[config.mk]
export PLATFORM = sky130hd
export DESIGN_NAME = serial_word_shifter
export DESIGN_NICKNAME = d
export VERILOG_FILES = /design/src/rtl/serial_word_shifter.sv
export SDC_FILE = /design/constraint.sdc
export NUM_CORES = 1
export LEC_CHECK = 0
export ABC_AREA = 1
export CORE_ASPECT_RATIO = 1.2
export CORE_UTILIZATION = 30
export CTS_CLUSTER_SIZE = 24
export DETAILED_ROUTE_END_ITERATION = 8
export HOLD_SLACK_MARGIN = 0.03
export PLACE_DENSITY = 0.62
export SYNTH_ARGS = -nofsm -noshare
export SYNTH_HDL_FRONTEND = slang
export SYNTH_SLANG_ARGS = --single-unit
[constraint.sdc]
create_clock -name clock -period 3.75 [get_ports clock]
set_input_delay 0.75 -clock clock [delete_from_list [all_inputs] [get_ports clock]]
set_output_delay 0.75 -clock clock [all_outputs]
set_load 0.005 [all_outputs]
[src/rtl/serial_word_shifter.sv]
// Parallel-to-serial shifter: WIDTH-bit words in over valid/ready, MSB-first bit stream out; line idles high.
// Define SERIAL_PARITY_EN to append an even-parity bit after each word's LSB.
module serial_word_shifter #(
  parameter int unsigned WIDTH = 8
) (
  input  logic             clock,
  input  logic             reset_n,
  input  logic [WIDTH-1:0] data_in,
  input  logic             data_valid,
  output logic             data_ready,
  output logic             serial_out,
  output logic             frame_start,
  output logic             busy
);

  localparam int unsigned CW = (WIDTH > 1) ? $clog2(WIDTH) : 1;

`ifdef SERIAL_PARITY_EN
  typedef enum logic [1:0] {IDLE, SHIFT, PARITY} state_t;
`else
  typedef enum logic [1:0] {IDLE, SHIFT} state_t;
`endif

  state_t          state, state_d;
  logic [WIDTH-1:0] shreg, shreg_d;
  logic [CW-1:0]   cnt, cnt_d;
  logic            serial_q, serial_d;
  logic            busy_q, busy_d;
  logic            fs_q, fs_d;
  logic            ready;
  logic            accept;
`ifdef SERIAL_PARITY_EN
  logic            par_q, par_d;
`endif

  // serial_q holds the bit currently on the line; shreg holds the bits still to come,
  // so shreg's MSB is always the next bit to present.
  always_comb begin
    state_d  = state;
    shreg_d  = shreg;
    cnt_d    = cnt;
    serial_d = serial_q;
    busy_d   = busy_q;
    fs_d     = 1'b0;
    ready    = 1'b0;
`ifdef SERIAL_PARITY_EN
    par_d    = par_q;
`endif

    case (state)
      IDLE: begin
        ready    = 1'b1;
        serial_d = 1'b1;
        busy_d   = 1'b0;
      end
      SHIFT: begin
        if (cnt != '0) begin
          serial_d = shreg[WIDTH-1];
          shreg_d  = {shreg[WIDTH-2:0], 1'b0};
          cnt_d    = cnt - CW'(1);
        end else begin
`ifdef SERIAL_PARITY_EN
          state_d  = PARITY;
          serial_d = par_q;
`else
          ready    = 1'b1;
          state_d  = IDLE;
          serial_d = 1'b1;
          busy_d   = 1'b0;
`endif
        end
      end
`ifdef SERIAL_PARITY_EN
      PARITY: begin
        ready    = 1'b1;
        state_d  = IDLE;
        serial_d = 1'b1;
        busy_d   = 1'b0;
      end
`endif
      default: begin
        state_d  = IDLE;
        serial_d = 1'b1;
        busy_d   = 1'b0;
      end
    endcase

    accept = data_valid & ready;
    if (accept) begin
      state_d  = SHIFT;
      serial_d = data_in[WIDTH-1];
      shreg_d  = {data_in[WIDTH-2:0], 1'b0};
      cnt_d    = CW'(WIDTH - 1);
      busy_d   = 1'b1;
      fs_d     = 1'b1;
`ifdef SERIAL_PARITY_EN
      par_d    = ^data_in;
`endif
    end
  end

  always_ff @(posedge clock or negedge reset_n) begin
    if (!reset_n) begin
      state    <= IDLE;
      shreg    <= '0;
      cnt      <= '0;
      serial_q <= 1'b1;
      busy_q   <= 1'b0;
      fs_q     <= 1'b0;
`ifdef SERIAL_PARITY_EN
      par_q    <= 1'b0;
`endif
    end else begin
      state    <= state_d;
      shreg    <= shreg_d;
      cnt      <= cnt_d;
      serial_q <= serial_d;
      busy_q   <= busy_d;
      fs_q     <= fs_d;
`ifdef SERIAL_PARITY_EN
      par_q    <= par_d;
`endif
    end
  end

  assign data_ready  = ready;
  assign serial_out  = serial_q;
  assign busy        = busy_q;
  assign frame_start = fs_q;

endmodule

==> results.yml <==
run_status:
  status: "complete, but fails checks"
  failed_checks: "DRC"
hold_path:
  hold_class: "reg -> reg"
setup_path:
  path_cells: "inv_1, ha_1, ha_1, inv_1, nand2_2, clkdlybuf4s50_1"
  worstReg2RegEnd: "serial_out$_DFF_PN1_"
  cp_data_arrival_time_ns: 1.96
  crit_buf_inv: 3
  crit_end: "data_ready"
  worstReg2RegStart: "cnt[0]$_DFFE_PN0P_"
  crit_fanout: 21
  setup.worst_path.end_class: "primary output"
  critPathKind: "reg -> out"
  ff2ff_path_depth: 8
  ff2ff_setup_slack_ns: 2.28
  cp_num_cells: 6
  startpoint: "cnt[0]$_DFFE_PN0P_"
  crit_family: "buffers and inverters"
  slowest_delay_ns: 0.58
  cp.required_ns: 3.00
  startpoint_type: "flip-flop"
  worst_path_max_delay_cell: "clkdlybuf4s50_1"
clocking:
  numCtsBuffers: 3
  ctsResizeCount: 0
  tritoncts: "done"
  clk_latency_ns: 0.28
  cts_max_path_buffers: 2
  holdBufCountCts: 0
  post_cts_buffers: 0
  cts_root_buf: "clkbuf_4"
  htree_num_levels: 1
  clk_pin_slew_worst_paths_ns: 0.08
  cts.sinks: 14
placement:
  io_buffers: 14
  dpl.cell_count: 103
  place_area_um2: 778.2
  pre_cts_slack_ns: 1.346
  gp_congestion: 0.7512
  hpwl_um: 858.3
floorplanning:
  core.rowCount: 17
  top_level_ports: 15
  die_area_um2: 2303
  die_h_um: 52.37
  die_width_um: 43.98
  core_region_area_um2: 1914
  initial_core_util_pct: 33.14
sta:
  worst_slack_ns: 1.044
  relSlewSlack_pct: 57.26
  rsz0062_at_grt: "no"
  finalSetupTns_ns: 0
  slew_violations: 0
  fin_crit_sh_pct: 72.15
  tightest_slew_ns: 0.6390
  period_minus_slack_ns: 2.706
  finalSetupViolations: 0
  final.setup_skew_ns: 0.001702
  clock.fmax_mhz: 369.6
  hold_viol_final: 0
synthesis:
  synth_cell_types: 12
  synth_most_common_cell: "nand3_1"
  synth_fp_nets: 86
  syn_area_per_cell_um2: 8.690
  synth-edff-count: 0
  synth_top_cell_area_share_pct: 51.28
  ys_ff_latch: 14
  syn-cell-area_um2: 634.4
  yosysSeqAreaShare_pct: 55.42
  synthTopCellsByCount: "nand3_1 (22), nand2_1 (17), dfrtp_1 (13)"
  synthTopCellsByArea: "dfrtp_1 (51%), nand3_1 (17%), nand2_1 (10%)"
  synth_top_area_cell: "dfrtp_1"
  synth_cells: 73
  synth-main-ff-cell: "dfrtp_1"
  synthArstFlopShare_pct: 100.0
  yosysWarnings: 0
pwr:
  p_comb_share_pct: 39.5
  leakage_nw: 0.4198
  ir_drop_uv: 246.3
  switching_share_pct: 35.05
  clkPwrFrac_pct: 18.9
  p_switching_uw: 202.4
  p_per_area_nw_per_um2: 708.9
  seqPwrFrac_pct: 41.6
  p_int_uw: 375.0
routing:
  via_per_inst: 4.991
  vias: 534
  postRouteAntennaNets: 0
  firstDrtPassIters: 6
  wirelength_mm: 1.222
  drc: 2
  wl_per_cell_um: 11.42
  drtIter0Drc: 6
job:
  maxCapViolations: 0
cells_and_area:
  stdcell_count: 107
  syn_to_final_growth_pct: 28.40
  utilization_pct: 42.55
  nNetsFinal: 102
  fin_area_um2: 814.5
  drive_above_1_share_pct: 10.23
  antennaDiodeCount: 0
global_routing:
  antenna_found_initial: 0
  grt_pass1_vias: 479
  gr-total-overflow: 0
  grt_pass1_wl_mm: 2.139
  grt_usage_pct: 13.62
  grt_start_max_net_pins: 22
## per-layer routing
metal	global-route usage [%]	vias up	routed length [um]
li1	-	264	-
met1	16.41	246	524
met2	19.15	19	569
met3	3.103	5	71
met4	13.64	0	57
met5	0	-	0
## worst register-to-register path: stages (launching register included)
cell,delay (ns)
dfrtp_1,0.38
inv_1,0.07
ha_1,0.14
ha_1,0.17
inv_1,0.05
nand2_2,0.28
nand2_1,0.16
nor2_1,0.11
nor2_1,0.05
## cell usage in the layout, fill, tap and decap left out
cell,instances
ha_1,2
dfrtp_1,13
inv_1,8
dfstp_2,1
nand2_2,2
clkbuf_8,1
nor2_1,3
clkbuf_4,3
nand2_1,17
inv_2,1
clkdlybuf4s50_1,14
nand3_1,22
nor2_2,1
## how the worst min path moves through the flow
stage                           from          endpoint  slack (ns)  cells after the start
finish              busy$_DFFE_PN0P_  busy$_DFFE_PN0P_        0.48                      2
floorplan                    reset_n  busy$_DFFE_PN0P_        0.45                      0
CTS                 busy$_DFFE_PN0P_  busy$_DFFE_PN0P_        0.49                      2
detailed placement  busy$_DFFE_PN0P_  busy$_DFFE_PN0P_        0.47                      2
global placement    busy$_DFFE_PN0P_  busy$_DFFE_PN0P_        0.46                      2
global route        busy$_DFFE_PN0P_  busy$_DFFE_PN0P_        0.52                      2
## cell type report
class,instances,area (um^2)
clock buffer,4,36.28
fill,210,1100
inverter,9,33.78
multi-input combinational,47,229.0
sequential,14,351.6
tap,19,23.77
timing repair buffer,14,140.1
## power groups by stage
| stage | Clock (mW) | Sequential (mW) | Combinational (mW) |
|---|---|---|---|
| after floorplan | 0 | 0.240 | 0.165 |
| after global placement | 0 | 0.241 | 0.227 |
| after detailed placement | 0 | 0.244 | 0.233 |
| after CTS | 0.115 | 0.241 | 0.234 |
| after global routing | 0.119 | 0.246 | 0.269 |
| final | 0.109 | 0.240 | 0.228 |
## registers in the layout, indices dropped and copies added (netlist names)
name,flops
shreg,7
state,1
busy,1
serial_out,1
frame_start,1
cnt,3
## logic make-up after synthesis
group / count (synthesis) / synth area share (%)
fa+ha+maj: 2 / 3.944
buf+inv: 12 / 8.479
flops: 14 / 55.42
simple gates: 45 / 32.15
## metrics by stage
| stage | hold slack [ns] | total power [mW] |
|---|---|---|
| 2_1_floorplan | 0.4488 | 0.4055 |
| 3_3_place_gp | 0.4607 | 0.4680 |
| 3_5_place_dp | 0.4654 | 0.4764 |
| 4_1_cts | 0.4873 | 0.5895 |
| 5_1_grt | 0.5239 | 0.6349 |
| 6_report | 0.4774 | 0.5774 |
(Power assumes the default switching activity.)
==> variant 1: new RTL, same settings <==
The parameter `WIDTH` goes from 8 to 16.
--- a/src/rtl/serial_word_shifter.sv
+++ b/src/rtl/serial_word_shifter.sv
@@ -3,3 +3,3 @@
 module serial_word_shifter #(
-  parameter int unsigned WIDTH = 8
+  parameter int unsigned WIDTH = 16
 ) (
Interface: changed (resized data_in); port bits go from 15 to 23. No check against the original RTL was run, so the function may have changed too.
==> variant 1 against the original RTL <==
- sequential cell count up 9
- final cell count up 67%
- wire length up 73%
- global-route usage down 1.2 points
- area after synthesis up 68%
- critical path depth down 1
- non-clock buffer count up 8
- synthesized cell count up 70%
- setup slack better by 0.068 ns
- clock power up 41%
- count of clock-buffer cells in the layout unchanged
- final area up 61%
- power up 50%
- largest cell class unchanged
- highest routed layer unchanged
==> variant 1: results (changes against the original RTL) <==
* Post-DP Area at 0.001270 mm^2 (+63%)
* Hold Crit Class: reg2reg
* Yosys warns at 0 (unchanged)
* CTS tree: yes
* Biggest register: shreg
* Hold path startpoint: busy$_DFFE_PN0P_
* Worst path slowest cell: clkdlybuf4s50_1
* Clock Skews at 0.001160 ns (-0.0005417 ns)
* Largest fanout on the critical path at 35 (+67%)
* Peak supply drop at 270.1 uV (+9.7%)
* IO Port Bufs at 22 (+8)
* Synth Flop Type: dfrtp_1
* Fraction of layout cells with a size suffix above 1 at 4.930% (-5.3 points)
* R2R Setup Slk at 2.11 ns (-0.17 ns)
* Synth async-reset ratio at 100.0% (unchanged)
* CP arrival at 1.89 ns (-0.07 ns)
* Vias in the first global route at 825 (+72%)
* Synth top area cells: dfrtp_1 (52%), nand3_1 (22%), nand2_1 (11%), dfstp_2 (2.5%), buf_4 (2.1%)
* Worst Hold Path EP: busy$_DFFE_PN0P_
* Clk_lat worst skew at 0.26 ns (-0.02 ns)
* Clock root buffer: clkbuf_8
* Reg2reg start: cnt[0]$_DFFE_PN0P_
* Hpwl dp at 1425 um (+66%)
* ANT cells at 0 (unchanged)
* Global-route wire length before repair at 3601 um (+68%)
* # fillers at 352 (+68%)
* Max transition margin at 32.57% (-25 points)
* Gpl congestion at 0.7100 (-5.5%)
* Nets at 163 (+60%)
* Setup bufs post-CTS at 0 (unchanged)
* Clock-pin slew on the worst setup and hold paths at 0.08 ns (about the same)
* Netlist cell types at 14 (+2)
* Syn_nets at 144 (+67%)
* Gr ovfl total at 0 (unchanged)
* R2R Path End: cnt[3]$_DFFE_PN0P_
* 1st-pass router iterations at 4 (-2)
* Pleak at 0.6279 nW (+50%)
* Sequential share of the synthesized area at 54.24% (-1.2 points)
* Largest net degree at the start of global routing at 36 (+64%)
* Outcome: completed
* Clock Tree Buf Depth at 2 (unchanged)
* CP endpoint: data_ready
* Regs by FF count: shreg (15), cnt (4)
* Worst hold path depth at 2 (unchanged)
* Element type at the critical path end: output pin
* Gr usage total at 12.45% (-1.2 points)
* Kind of critical path: reg2out
* Hold slack at 0.4744 ns (-0.003047 ns)
* CTS resizes at 0 (unchanged)
* Routed vias/inst at 4.978 (-0.26%)
* Most common library cells after synthesis: nand3_1 (47), nand2_1 (30), dfrtp_1 (22)
* Initial DRC Count at 37 (+31)
* DRT Wirelength at 2108 um (+73%)
* Slew Viols, Final at 0 (unchanged)
variant 1: changes by cell type in the layout (fill, tap and decap cells not counted), moves of 2 or more:
cell / unedited run / this run
nand2_1: 17 / 30
clkbuf_4: 3 / 0
dfrtp_1: 13 / 22
inv_1: 8 / 6
clkbuf_8: 1 / 3
clkdlybuf4s50_1: 14 / 22
nand3_1: 22 / 47
nand2_2: 2 / 0
variant 1: worst max-delay path: cells and delay by family, from the launching register on:
family                     cells  cell delay, ns
adders and majority gates      1            0.19
buffers and inverters          2            0.67
and+or+nand+nor                2            0.37
DFF                            1            0.38
variant 1: power by group:
group / leakage [nW] / total (mW) / switching (mW) / internal, mW
Combinational: 0.313 / 0.322 / 0.188 / 0.135
Sequential: 0.292 / 0.390 / 0.0477 / 0.342
Clock: 0.0228 / 0.154 / 0.0777 / 0.0758
Total: 0.628 / 0.866 / 0.313 / 0.553
variant 1: metal layers:
layer / vias up / GRT usage [%] / wire (um)
met4: 0 / 6.402 / 45
met5: - / 0 / 0
met3: 4 / 2.490 / 63
li1: 443 / - / -
met1: 428 / 14.79 / 1001
met2: 16 / 21.58 / 997
variant 1: area by class of cell:
type	count	area share, %
sequential	23	43.86
clock buffer	4	3.425
inverter	8	2.284
timing repair buffer	22	16.75
tap	37	3.520
multi-input combinational	85	30.16
variant 1: cells by family (layout without fill, tap and decap cells):
family,count (synthesis),in the layout,share of synthesized area (%)
simple gates,83,83,35.65
flops,23,23,54.24
compound gates,1,1,0.4701
buf+inv,16,34,8.470
fa+ha+maj,1,1,1.176
variant 1: through the flow:
stage	worst slack, ns	cells	utilization, %
after floorplan	2.059	124	-
after global placement	1.450	175	37.72
after detailed placement	1.402	175	37.72
after CTS	1.104	179	39.06
after global routing	0.9899	179	39.06
final	1.112	179	39.06
==> variant 2: new RTL, same settings <==
Made on the original files. Take the reset off `shreg` and load it in a clocked block of its own.
--- a/src/rtl/serial_word_shifter.sv
+++ b/src/rtl/serial_word_shifter.sv
@@ -104,3 +104,2 @@
       state    <= IDLE;
-      shreg    <= '0;
       cnt      <= '0;
@@ -114,3 +113,2 @@
       state    <= state_d;
-      shreg    <= shreg_d;
       cnt      <= cnt_d;
@@ -125,2 +123,6 @@
 
+  always_ff @(posedge clock) begin
+    shreg <= shreg_d;
+  end
+
   assign data_ready  = ready;
Check against the original RTL: no difference found for any inputs over 10 cycles, from zero or initial values and one cycle with reset_n low; that may be too few to reach the edited logic, so the function may still have changed.
==> variant 2 against the original RTL <==
- non-clock buffer count did not move
- area after synthesis rose by 1.4%
- wire length fell by 6.2%
- fmax rose by 4.9%
- final area rose by 2.5%
- first-iteration DRC count rose by 50%
- hold slack got worse by 0.00095 ns
- sequential cell count did not move
- setup slack improved by 0.13 ns
- count of clock-buffer cells in the layout did not move
- power rose by 4.7%
- register-to-register slack got worse by 0.19 ns
- critical path type unchanged
==> variant 2: results (changes against the original RTL) <==
* Clock Skews at 0.002851 ns (+0.001149 ns)
* Vias at 478 (-10%)
* Most common library cells after synthesis: nand2_1 (26), inv_1 (10), nand3_1 (9)
* Setup bufs post-CTS at 0 (unchanged)
* Gpl congestion at 0.7498 (-0.19%)
* Regs by FF count: shreg (7), cnt (3)
* Sequential share of the synthesized area at 60.12% (+4.7 points)
* Syn_nets at 81 (-5.8%)
* Initial antenna violation count at 0 (unchanged)
* Synth top area cells: edfxtp_1 (33%), dfrtp_1 (23%), nand2_1 (15%), nand3_1 (7.0%), inv_1 (5.8%)
* Clock Tree Buf Depth at 2 (unchanged)
* Pleak at 0.4200 nW (about the same)
* Post-DP Area at 798.3 um^2 (+2.6%)
* CP arrival at 1.83 ns (-0.13 ns)
* Num CTS Buffers at 3 (unchanged)
* Peak supply drop at 316.0 uV (+28%)
* Number of synthesized flops with an enable pin at 7 (+7)
* Slew @ Worst Pin at 0.3539 ns (-0.2851 ns)
* IO Port Bufs at 14 (unchanged)
* DRT Wirelength at 1146 um (-6.2%)
* Vias in the first global route at 490 (+2.3%)
* Outcome: completed
* Final count of hold timing violations at 0 (unchanged)
* 1st-pass router iterations at 4 (-2)
* Fraction of layout cells with a size suffix above 1 at 8.333% (-1.9 points)
* Max stage delay on crit path at 0.53 ns (-0.05 ns)
* Largest fanout on the critical path at 14 (-33%)
* Yosys warns at 0 (unchanged)
* Setup WS pre-CTS at 1.501 ns (+0.1548 ns)
* Gr usage total at 12.59% (-1.0 points)
* CTS resizes at 0 (unchanged)
* Nets at 98 (-3.9%)
* Setup TNS Final at 0 ns (unchanged)
* Clk_lat worst skew at 0.29 ns
* Largest net degree at the start of global routing at 15 (-32%)
* Crit-path leading delay family: buffers and inverters
* Hpwl dp at 839 um (-2.2%)
* Synth async-reset ratio at 50.00% (-50 points)
* Netlist cell types at 12 (unchanged)
* Clock-pin slew on the worst setup and hold paths at 0.08 ns (about the same)
* Global-route wire length before repair at 2014 um (-5.8%)
* Synth Flop Type: edfxtp_1
* Initial DRC Count at 9 (+3)
## variant 2: area by class of cell
class                   count  area, um^2
clock buffers               4       36.28
fillers                   216        1215
inverters                  10       37.54
multi-input cells          42       196.4
flip-flops and latches     14       386.6
well taps                  30       37.54
repair buffers             14       140.1
## variant 2: power by group
group | internal [mW] | switching (mW)
Clock | 0.0592 | 0.0509
Combinational | 0.0995 | 0.126
Sequential | 0.246 | 0.0231
## variant 2: path summary, 6_finish.rpt
path                            cells after the start               start  slack [ns]              endpoint
worst max-delay path                                6  cnt[0]$_DFFE_PN0P_        1.17            data_ready
worst min-delay path                                2    busy$_DFFE_PN0P_        0.48      busy$_DFFE_PN0P_
worst max register to register                      6  cnt[0]$_DFFE_PN0P_        2.09    shreg[4]$_DFFE_PP_
worst min register to register                      2    busy$_DFFE_PN0P_        0.48      busy$_DFFE_PN0P_
max in group asynchronous                           1             reset_n        2.76  serial_out$_DFF_PN1_
min in group asynchronous                           1             reset_n        0.71    cnt[2]$_DFFE_PN0P_
## variant 2: layer usage
| layer | wire length [um] | GRT usage, % | part of all wire (%) | up-vias |
|---|---|---|---|---|
| met1 | 534 | 15.25 | 47 | 220 |
| met5 | 0 | 0 | 0 | - |
| met2 | 521 | 18.87 | 45 | 13 |
| met3 | 64 | 4.483 | 5.6 | 3 |
| li1 | - | - | - | 242 |
| met4 | 25 | 7.576 | 2.2 | 0 |
## variant 2: logic make-up after synthesis
family	Yosys count	share of synthesized area, %
fa+ha+maj	2	3.890
buf+inv	12	9.339
flops	14	60.12
simple gates	40	26.65
## variant 2: per-stage QoR
stage                     utilization, %  instances
after global routing               40.72        114
after CTS                          40.72        114
after detailed placement           38.95        110
after global placement             38.95        110
after floorplan                        -         68
final                              40.72        114
## variant 2: tightest hold or removal path, stage by stage (launching register included)
cell     delay (ns)
dfrtp_1        0.35
nand2_1        0.05
nand2_1        0.04
